[src/rtl/multicycle_control_unit.sv]
// multicycle_control_unit
//   Sequences a simple multicycle datapath: FETCH latches the instruction,
//   DECODE selects the ALU operation, EXECUTE issues the register/PC/memory
//   strobes, MEM_WAIT stalls on data memory, HALT parks until resume.
//   All outputs are registered; strobes are single-cycle pulses.
//
// Optional feature: define CTRL_COND_BRANCH_EN to decode JZ (8) / JNZ (9);
//   without it those opcodes behave as NOPs.
//
// Ports
//   clk, rst_n        system clock, asynchronous active-low reset
//   instruction       current memory word, latched in FETCH
//   zero_flag         ALU zero result, sampled in EXECUTE
//   mem_ready         data-memory completion, only looked at in MEM_WAIT
//   resume            leave HALT, only looked at in HALT
//   ir                latched instruction {opcode, rd, rs, imm}
//   rd_addr/rs_addr   register address fields of ir
//   imm               immediate field of ir
//   pc_enable         advance PC (one-cycle pulse)
//   pc_load           load PC from jump target (one-cycle pulse)
//   reg_write_enable  register-file write strobe (one-cycle pulse)
//   alu_op            ALU operation selected in DECODE
//   mem_req, mem_we   data-memory request / write, held through MEM_WAIT
//   halt              high while parked in HALT
//
// state    | meaning
// ---------+-----------------------------------------------
// FETCH    | latch instruction into ir
// DECODE   | select alu_op from opcode
// EXECUTE  | issue strobes, start memory access or halt
// MEM_WAIT | hold mem_req/mem_we until mem_ready
// HALT     | all strobes low, wait for resume

module multicycle_control_unit #(
  parameter int IW   = 16,
  parameter int RAW  = 2,
  parameter int ALUW = 3
) (
  input  logic                  clk,
  input  logic                  rst_n,
  input  logic [IW-1:0]         instruction,
  input  logic                  zero_flag,
  input  logic                  mem_ready,
  input  logic                  resume,
  output logic [IW-1:0]         ir,
  output logic [RAW-1:0]        rd_addr,
  output logic [RAW-1:0]        rs_addr,
  output logic [IW-5-2*RAW:0]   imm,
  output logic                  pc_enable,
  output logic                  pc_load,
  output logic                  reg_write_enable,
  output logic [ALUW-1:0]       alu_op,
  output logic                  mem_req,
  output logic                  mem_we,
  output logic                  halt
);

  localparam int IMMW = IW - 4 - 2*RAW;

  localparam logic [3:0] OP_LOAD  = 4'h0;
  localparam logic [3:0] OP_STORE = 4'h1;
  localparam logic [3:0] OP_ADD   = 4'h2;
  localparam logic [3:0] OP_SUB   = 4'h3;
  localparam logic [3:0] OP_AND   = 4'h4;
  localparam logic [3:0] OP_OR    = 4'h5;
  localparam logic [3:0] OP_JUMP  = 4'h6;
  localparam logic [3:0] OP_HALT  = 4'h7;
`ifdef CTRL_COND_BRANCH_EN
  localparam logic [3:0] OP_JZ    = 4'h8;
  localparam logic [3:0] OP_JNZ   = 4'h9;
`endif
  localparam logic [3:0] OP_LDM   = 4'hA;

  typedef enum logic [2:0] {
    S_FETCH    = 3'd0,
    S_DECODE   = 3'd1,
    S_EXECUTE  = 3'd2,
    S_MEM_WAIT = 3'd3,
    S_HALT     = 3'd4
  } state_t;

  state_t          state_q;
  logic [IW-1:0]   ir_q;
  logic [ALUW-1:0] alu_op_q;
  logic            pc_enable_q, pc_load_q, reg_write_q;
  logic            mem_req_q, mem_we_q, halt_q;

  logic [3:0] opcode;
  assign opcode = ir_q[IW-1 -: 4];

`ifndef CTRL_COND_BRANCH_EN
  logic unused_zero_flag;
  assign unused_zero_flag = zero_flag;
`endif

  always_ff @(posedge clk or negedge rst_n) begin
    if (!rst_n) begin
      state_q     <= S_FETCH;
      ir_q        <= '0;
      alu_op_q    <= '0;
      pc_enable_q <= 1'b0;
      pc_load_q   <= 1'b0;
      reg_write_q <= 1'b0;
      mem_req_q   <= 1'b0;
      mem_we_q    <= 1'b0;
      halt_q      <= 1'b0;
    end else begin
      // strobes are pulses: low unless a state raises them this cycle
      pc_enable_q <= 1'b0;
      pc_load_q   <= 1'b0;
      reg_write_q <= 1'b0;
      case (state_q)
        S_FETCH: begin
          ir_q    <= instruction;
          state_q <= S_DECODE;
        end
        S_DECODE: begin
          case (opcode)
            OP_LOAD: alu_op_q <= ALUW'(5);
            OP_ADD:  alu_op_q <= ALUW'(0);
            OP_SUB:  alu_op_q <= ALUW'(1);
            OP_AND:  alu_op_q <= ALUW'(2);
            OP_OR:   alu_op_q <= ALUW'(3);
            default: alu_op_q <= alu_op_q;
          endcase
          state_q <= S_EXECUTE;
        end
        S_EXECUTE: begin
          state_q <= S_FETCH;
          case (opcode)
            OP_LOAD, OP_ADD, OP_SUB, OP_AND, OP_OR: begin
              reg_write_q <= 1'b1;
              pc_enable_q <= 1'b1;
            end
            OP_STORE: begin
              mem_req_q <= 1'b1;
              mem_we_q  <= 1'b1;
              state_q   <= S_MEM_WAIT;
            end
            OP_LDM: begin
              mem_req_q <= 1'b1;
              mem_we_q  <= 1'b0;
              state_q   <= S_MEM_WAIT;
            end
            OP_JUMP: pc_load_q <= 1'b1;
            OP_HALT: begin
              halt_q  <= 1'b1;
              state_q <= S_HALT;
            end
`ifdef CTRL_COND_BRANCH_EN
            OP_JZ: begin
              pc_load_q   <= zero_flag;
              pc_enable_q <= ~zero_flag;
            end
            OP_JNZ: begin
              pc_load_q   <= ~zero_flag;
              pc_enable_q <= zero_flag;
            end
`endif
            default: pc_enable_q <= 1'b1;
          endcase
        end
        S_MEM_WAIT: begin
          if (mem_ready) begin
            mem_req_q   <= 1'b0;
            mem_we_q    <= 1'b0;
            pc_enable_q <= 1'b1;
            reg_write_q <= (opcode == OP_LDM);
            state_q     <= S_FETCH;
          end
        end
        S_HALT: begin
          if (resume) begin
            halt_q      <= 1'b0;
            pc_enable_q <= 1'b1;
            state_q     <= S_FETCH;
          end
        end
        default: begin
          mem_req_q <= 1'b0;
          mem_we_q  <= 1'b0;
          halt_q    <= 1'b0;
          state_q   <= S_FETCH;
        end
      endcase
    end
  end

  assign ir               = ir_q;
  assign rd_addr          = ir_q[IW-5 -: RAW];
  assign rs_addr          = ir_q[IW-5-RAW -: RAW];
  assign imm              = ir_q[IMMW-1:0];
  assign alu_op           = alu_op_q;
  assign pc_enable        = pc_enable_q;
  assign pc_load          = pc_load_q;
  assign reg_write_enable = reg_write_q;
  assign mem_req          = mem_req_q;
  assign mem_we           = mem_we_q;
  assign halt             = halt_q;

endmodule

[config.mk]
export PLATFORM = sky130hd
export DESIGN_NAME = multicycle_control_unit
export DESIGN_NICKNAME = d
export VERILOG_FILES = /design/src/rtl/multicycle_control_unit.sv
export SDC_FILE = /design/constraint.sdc
export NUM_CORES = 1
export LEC_CHECK = 0
export CAP_MARGIN = 20
export CORE_MARGIN = 4
export CORE_UTILIZATION = 30
export CTS_BUF_LIST = sky130_fd_sc_hd__clkbuf_16
export CTS_CLUSTER_SIZE = 16
export DETAILED_ROUTE_END_ITERATION = 12
export GPL_TIMING_DRIVEN = 1
export MAX_ROUTING_LAYER = met4
export SYNTH_ARGS = -nofsm -noshare
export SYNTH_HDL_FRONTEND = slang
export SYNTH_SLANG_ARGS = --single-unit
export TNS_END_PERCENT = 1
[constraint.sdc]
create_clock -name clk -period 2.2 [get_ports clk]
set_input_delay 0.33 -clock clk [delete_from_list [all_inputs] [get_ports clk]]
set_output_delay 0.33 -clock clk [all_outputs]
set_load 0.01 [all_outputs]
==> flow_results.xml <==
<?xml version="1.0" encoding="UTF-8"?>
<metrics>
  <group name="logic_synthesis">
    <metric name="netlist_top_cells_area" unit="">sky130_fd_sc_hd__dfrtp_1 51%, sky130_fd_sc_hd__mux2_2 12%, sky130_fd_sc_hd__buf_4 6.5%</metric>
    <metric name="synthesis.nets" unit="">141</metric>
    <metric name="synth-seq-cells" unit="">28</metric>
    <metric name="syn-instance-count" unit="">120</metric>
    <metric name="commonest_register_cell_after_synthesis" unit="">sky130_fd_sc_hd__dfrtp_1</metric>
    <metric name="synth.yosys.seq_area_share" unit="">0.509</metric>
    <metric name="synth_enable_flop_cells" unit="">0</metric>
    <metric name="synth_largest_type_area_fraction" unit="">0.509</metric>
    <metric name="syn-cell-area" unit="um2">1380</metric>
    <metric name="synthDistinctLibCells" unit="">36</metric>
    <metric name="synth-async-reset-ratio" unit="">1.00</metric>
    <metric name="synth_area_leader_cell" unit="">sky130_fd_sc_hd__dfrtp_1</metric>
    <metric name="synth.yosys.warnings" unit="">0</metric>
    <metric name="syn_area_per_cell" unit="um2">11.5</metric>
  </group>
  <group name="flow_run">
    <metric name="drv.max_cap_violation_count" unit="">0</metric>
  </group>
  <group name="floorplan">
    <metric name="core_region_area" unit="um2">4380</metric>
    <metric name="pin_count" unit="">58</metric>
    <metric name="die_h" unit="um">75.7</metric>
    <metric name="floorplan.die.width" unit="um">75.7</metric>
    <metric name="initial_utilization" unit="">0.314</metric>
    <metric name="die-area" unit="um2">5740</metric>
    <metric name="rows" unit="">24</metric>
  </group>
  <group name="critical_path">
    <metric name="critPathArrivalTime" unit="ns">1.44</metric>
    <metric name="cell_family_with_the_largest_share_of_critical_path_delay" unit="">buffers and inverters</metric>
    <metric name="worstSetupEndpointType" unit="">primary output</metric>
    <metric name="timing.critical_path.required" unit="ns">1.87</metric>
    <metric name="path_cells" unit="">clkdlybuf4s50_1</metric>
    <metric name="worst_path_class_setup" unit="">flip-flop to primary output</metric>
    <metric name="crit_path_start_kind" unit="">flip-flop</metric>
    <metric name="critPathSlowestCell" unit="">sky130_fd_sc_hd__clkdlybuf4s50_1</metric>
    <metric name="crit_path_max_fanout" unit="">13</metric>
    <metric name="cp_slowest_stage_delay" unit="ns">0.62</metric>
    <metric name="worst-path-buf-inv" unit="">1</metric>
  </group>
  <group name="timing">
    <metric name="worst_slew_margin_relative_to_its_limit" unit="">0.627</metric>
    <metric name="fin_crit_sh" unit="">0.806</metric>
    <metric name="rsz0062_at_grt" unit="">no</metric>
    <metric name="finalSetupTns" unit="ns">0</metric>
    <metric name="hold_viol" unit="">0</metric>
    <metric name="post-route-worst-setup-slack" unit="ns">0.426</metric>
    <metric name="final.min_clock_period" unit="ns">1.77</metric>
    <metric name="max_fclk" unit="GHz">0.564</metric>
    <metric name="finalSetupViolations" unit="">0</metric>
    <metric name="finClkSkew" unit="ns">0.00401</metric>
    <metric name="smallest_hold_slack" unit="ns">0.452</metric>
    <metric name="worst-slew-pin-transition" unit="ns">0.552</metric>
    <metric name="final-max-slew-violation-count" unit="">0</metric>
  </group>
  <group name="power_and_ir_drop">
    <metric name="ir_drop" unit="mV">0.722</metric>
    <metric name="cellLeakagePower" unit="nW">0.810</metric>
    <metric name="total_power" unit="mW">3.12</metric>
    <metric name="power.density_cell_area" unit="nW/um2">1560</metric>
  </group>
  <group name="layout">
    <metric name="antennaDiodeCount" unit="">0</metric>
    <metric name="final_cell_mix" unit="">56 x sky130_fd_sc_hd__clkdlybuf4s50_1, 28 x sky130_fd_sc_hd__dfrtp_1, 15 x sky130_fd_sc_hd__mux2_2</metric>
    <metric name="final_net_count" unit="">185</metric>
    <metric name="postLayoutCoreUtil" unit="">0.456</metric>
    <metric name="area_growth_syn_to_layout" unit="%">45.3</metric>
    <metric name="final_cells" unit="">215</metric>
    <metric name="stdcell_area" unit="um2">2000</metric>
    <metric name="post_route_cells_drive_above_1_share" unit="">0.172</metric>
    <metric name="most_common_cell_after_layout_fill_and_taps_aside" unit="">sky130_fd_sc_hd__clkdlybuf4s50_1</metric>
  </group>
  <group name="placed_design">
    <metric name="place_area" unit="um2">1890</metric>
    <metric name="placed_cell_count" unit="">211</metric>
    <metric name="weighted_congestion_reported_at_the_end_of_routability_driven_placement" unit="">0.764</metric>
    <metric name="hpwlAfterDp" unit="mm">2.30</metric>
    <metric name="placement.io_buffers" unit="">56</metric>
    <metric name="preCtsSetupSlack" unit="ns">0.532</metric>
  </group>
  <group name="clock_network">
    <metric name="post_cts_hold_buffer_count" unit="">0</metric>
    <metric name="cts_inserted_buffers" unit="">3</metric>
    <metric name="cts_buffer_depth" unit="">2</metric>
    <metric name="cts_root_buf" unit="">sky130_fd_sc_hd__clkbuf_16</metric>
    <metric name="cts_max_level" unit="">1</metric>
    <metric name="post-cts-setup-buffers" unit="">0</metric>
    <metric name="clk_transition_reported_paths" unit="ns">0.07</metric>
    <metric name="post_cts.resized_instances" unit="">0</metric>
    <metric name="cts.sink_count" unit="">28</metric>
    <metric name="cts_tree" unit="">yes</metric>
    <metric name="clk_latency" unit="ns">0.26</metric>
  </group>
  <group name="route">
    <metric name="post_drt_wl_per_cell" unit="um">14.8</metric>
    <metric name="first_pass_iters" unit="">4</metric>
    <metric name="ant_nets" unit="">0</metric>
    <metric name="num_vias" unit="">1063</metric>
    <metric name="finalWirelength" unit="mm">3.17</metric>
    <metric name="detail_route.drc_violations" unit="">0</metric>
    <metric name="detail_route.vias_per_cell" unit="">4.94</metric>
    <metric name="initialDrtViolationCount" unit="">67</metric>
  </group>
  <group name="grt">
    <metric name="grt_antenna_before_repair" unit="">0</metric>
    <metric name="grt_pass1_wl" unit="mm">5.40</metric>
    <metric name="grt_pass1_vias" unit="">1164</metric>
    <metric name="grt.overflow.total" unit="">0</metric>
    <metric name="grtUsageTotal" unit="">0.124</metric>
    <metric name="grt_max_degree" unit="">29</metric>
  </group>
  <group name="worst_hold_path">
    <metric name="worst_hold_path_type" unit="">primary input to async pin</metric>
  </group>
  <group name="status">
    <metric name="outcome" unit="">finished, final reports clean</metric>
  </group>
</metrics>
-- cells in the mapped netlist (all sizes together), types with 2 or more instances --
cell,number
buf,15
a22oi,2
inv,4
nand2,5
or3b,2
o21ai,8
nor2,5
a31o,2
clkbuf,5
a21oi,4
nor3,3
mux2,15
nor4b,3
nor3b,2
dfrtp,28
or4b,3
-- kinds of logic after synthesis --
family,share of synthesized area
AOI/OAI and AO/OA,0.112
buffers and inverters,0.105
DFF,0.509
muxes,0.123
and+or+nand+nor,0.151
-- worst reg2reg max path, delay by kind of cell, from the launching register on --
family	cells	cell delay [ns]
simple gates	2	0.82
flops	1	0.50
compound gates	1	0.25
-- metal layers --
metal  global-route usage  wire [um]  part of all wire
met3               0.0277        209             0.066
met5                    -          0                 0
met2                0.199       1510              0.48
met4               0.0350         19            0.0060
met1                0.158       1440              0.45
-- state kept, by name, indices dropped and copies added (netlist names) --
register / count
alu_op: 3
halt: 1
ir: 16
mem_req: 1
mem_we: 1
pc_enable: 1
pc_load: 1
reg_write_enable: 1
state_q: 3
-- worst paths after layout --
check / from / endpoint / slack [ns] / depth (start not counted)
min in group clk: halt$_DFFE_PN0P_ / halt$_DFFE_PN0P_ / 0.52 / 2
worst max-delay path: ir[12]$_DFFE_PN0P_ / ir[12] / 0.43 / 1
worst min register to register: halt$_DFFE_PN0P_ / halt$_DFFE_PN0P_ / 0.52 / 2
worst max register to register: ir[13]$_DFFE_PN0P_ / mem_we$_DFFE_PN0P_ / 0.52 / 3
max in group asynchronous: rst_n / ir[14]$_DFFE_PN0P_ / 1.48 / 2
worst min-delay path: rst_n / halt$_DFFE_PN0P_ / 0.45 / 2
-- power by group --
part           leakage, nW  switching (mW)  internal, mW
registers            0.340           0.302         0.746
clock network       0.0511           0.186         0.363
logic                0.420           0.569         0.954
total                0.810            1.06          2.06
-- cell type report --
class                   instances  area (um2)
clock buffers                   3        75.1
clock inverters                 1        30.0
fillers                       401        2380
inverters                       4        15.0
multi-input cells              68         531
flip-flops and latches         28         701
well taps                      52        65.1
repair buffers                 59         583
Power figures use the tool's default switching activity.
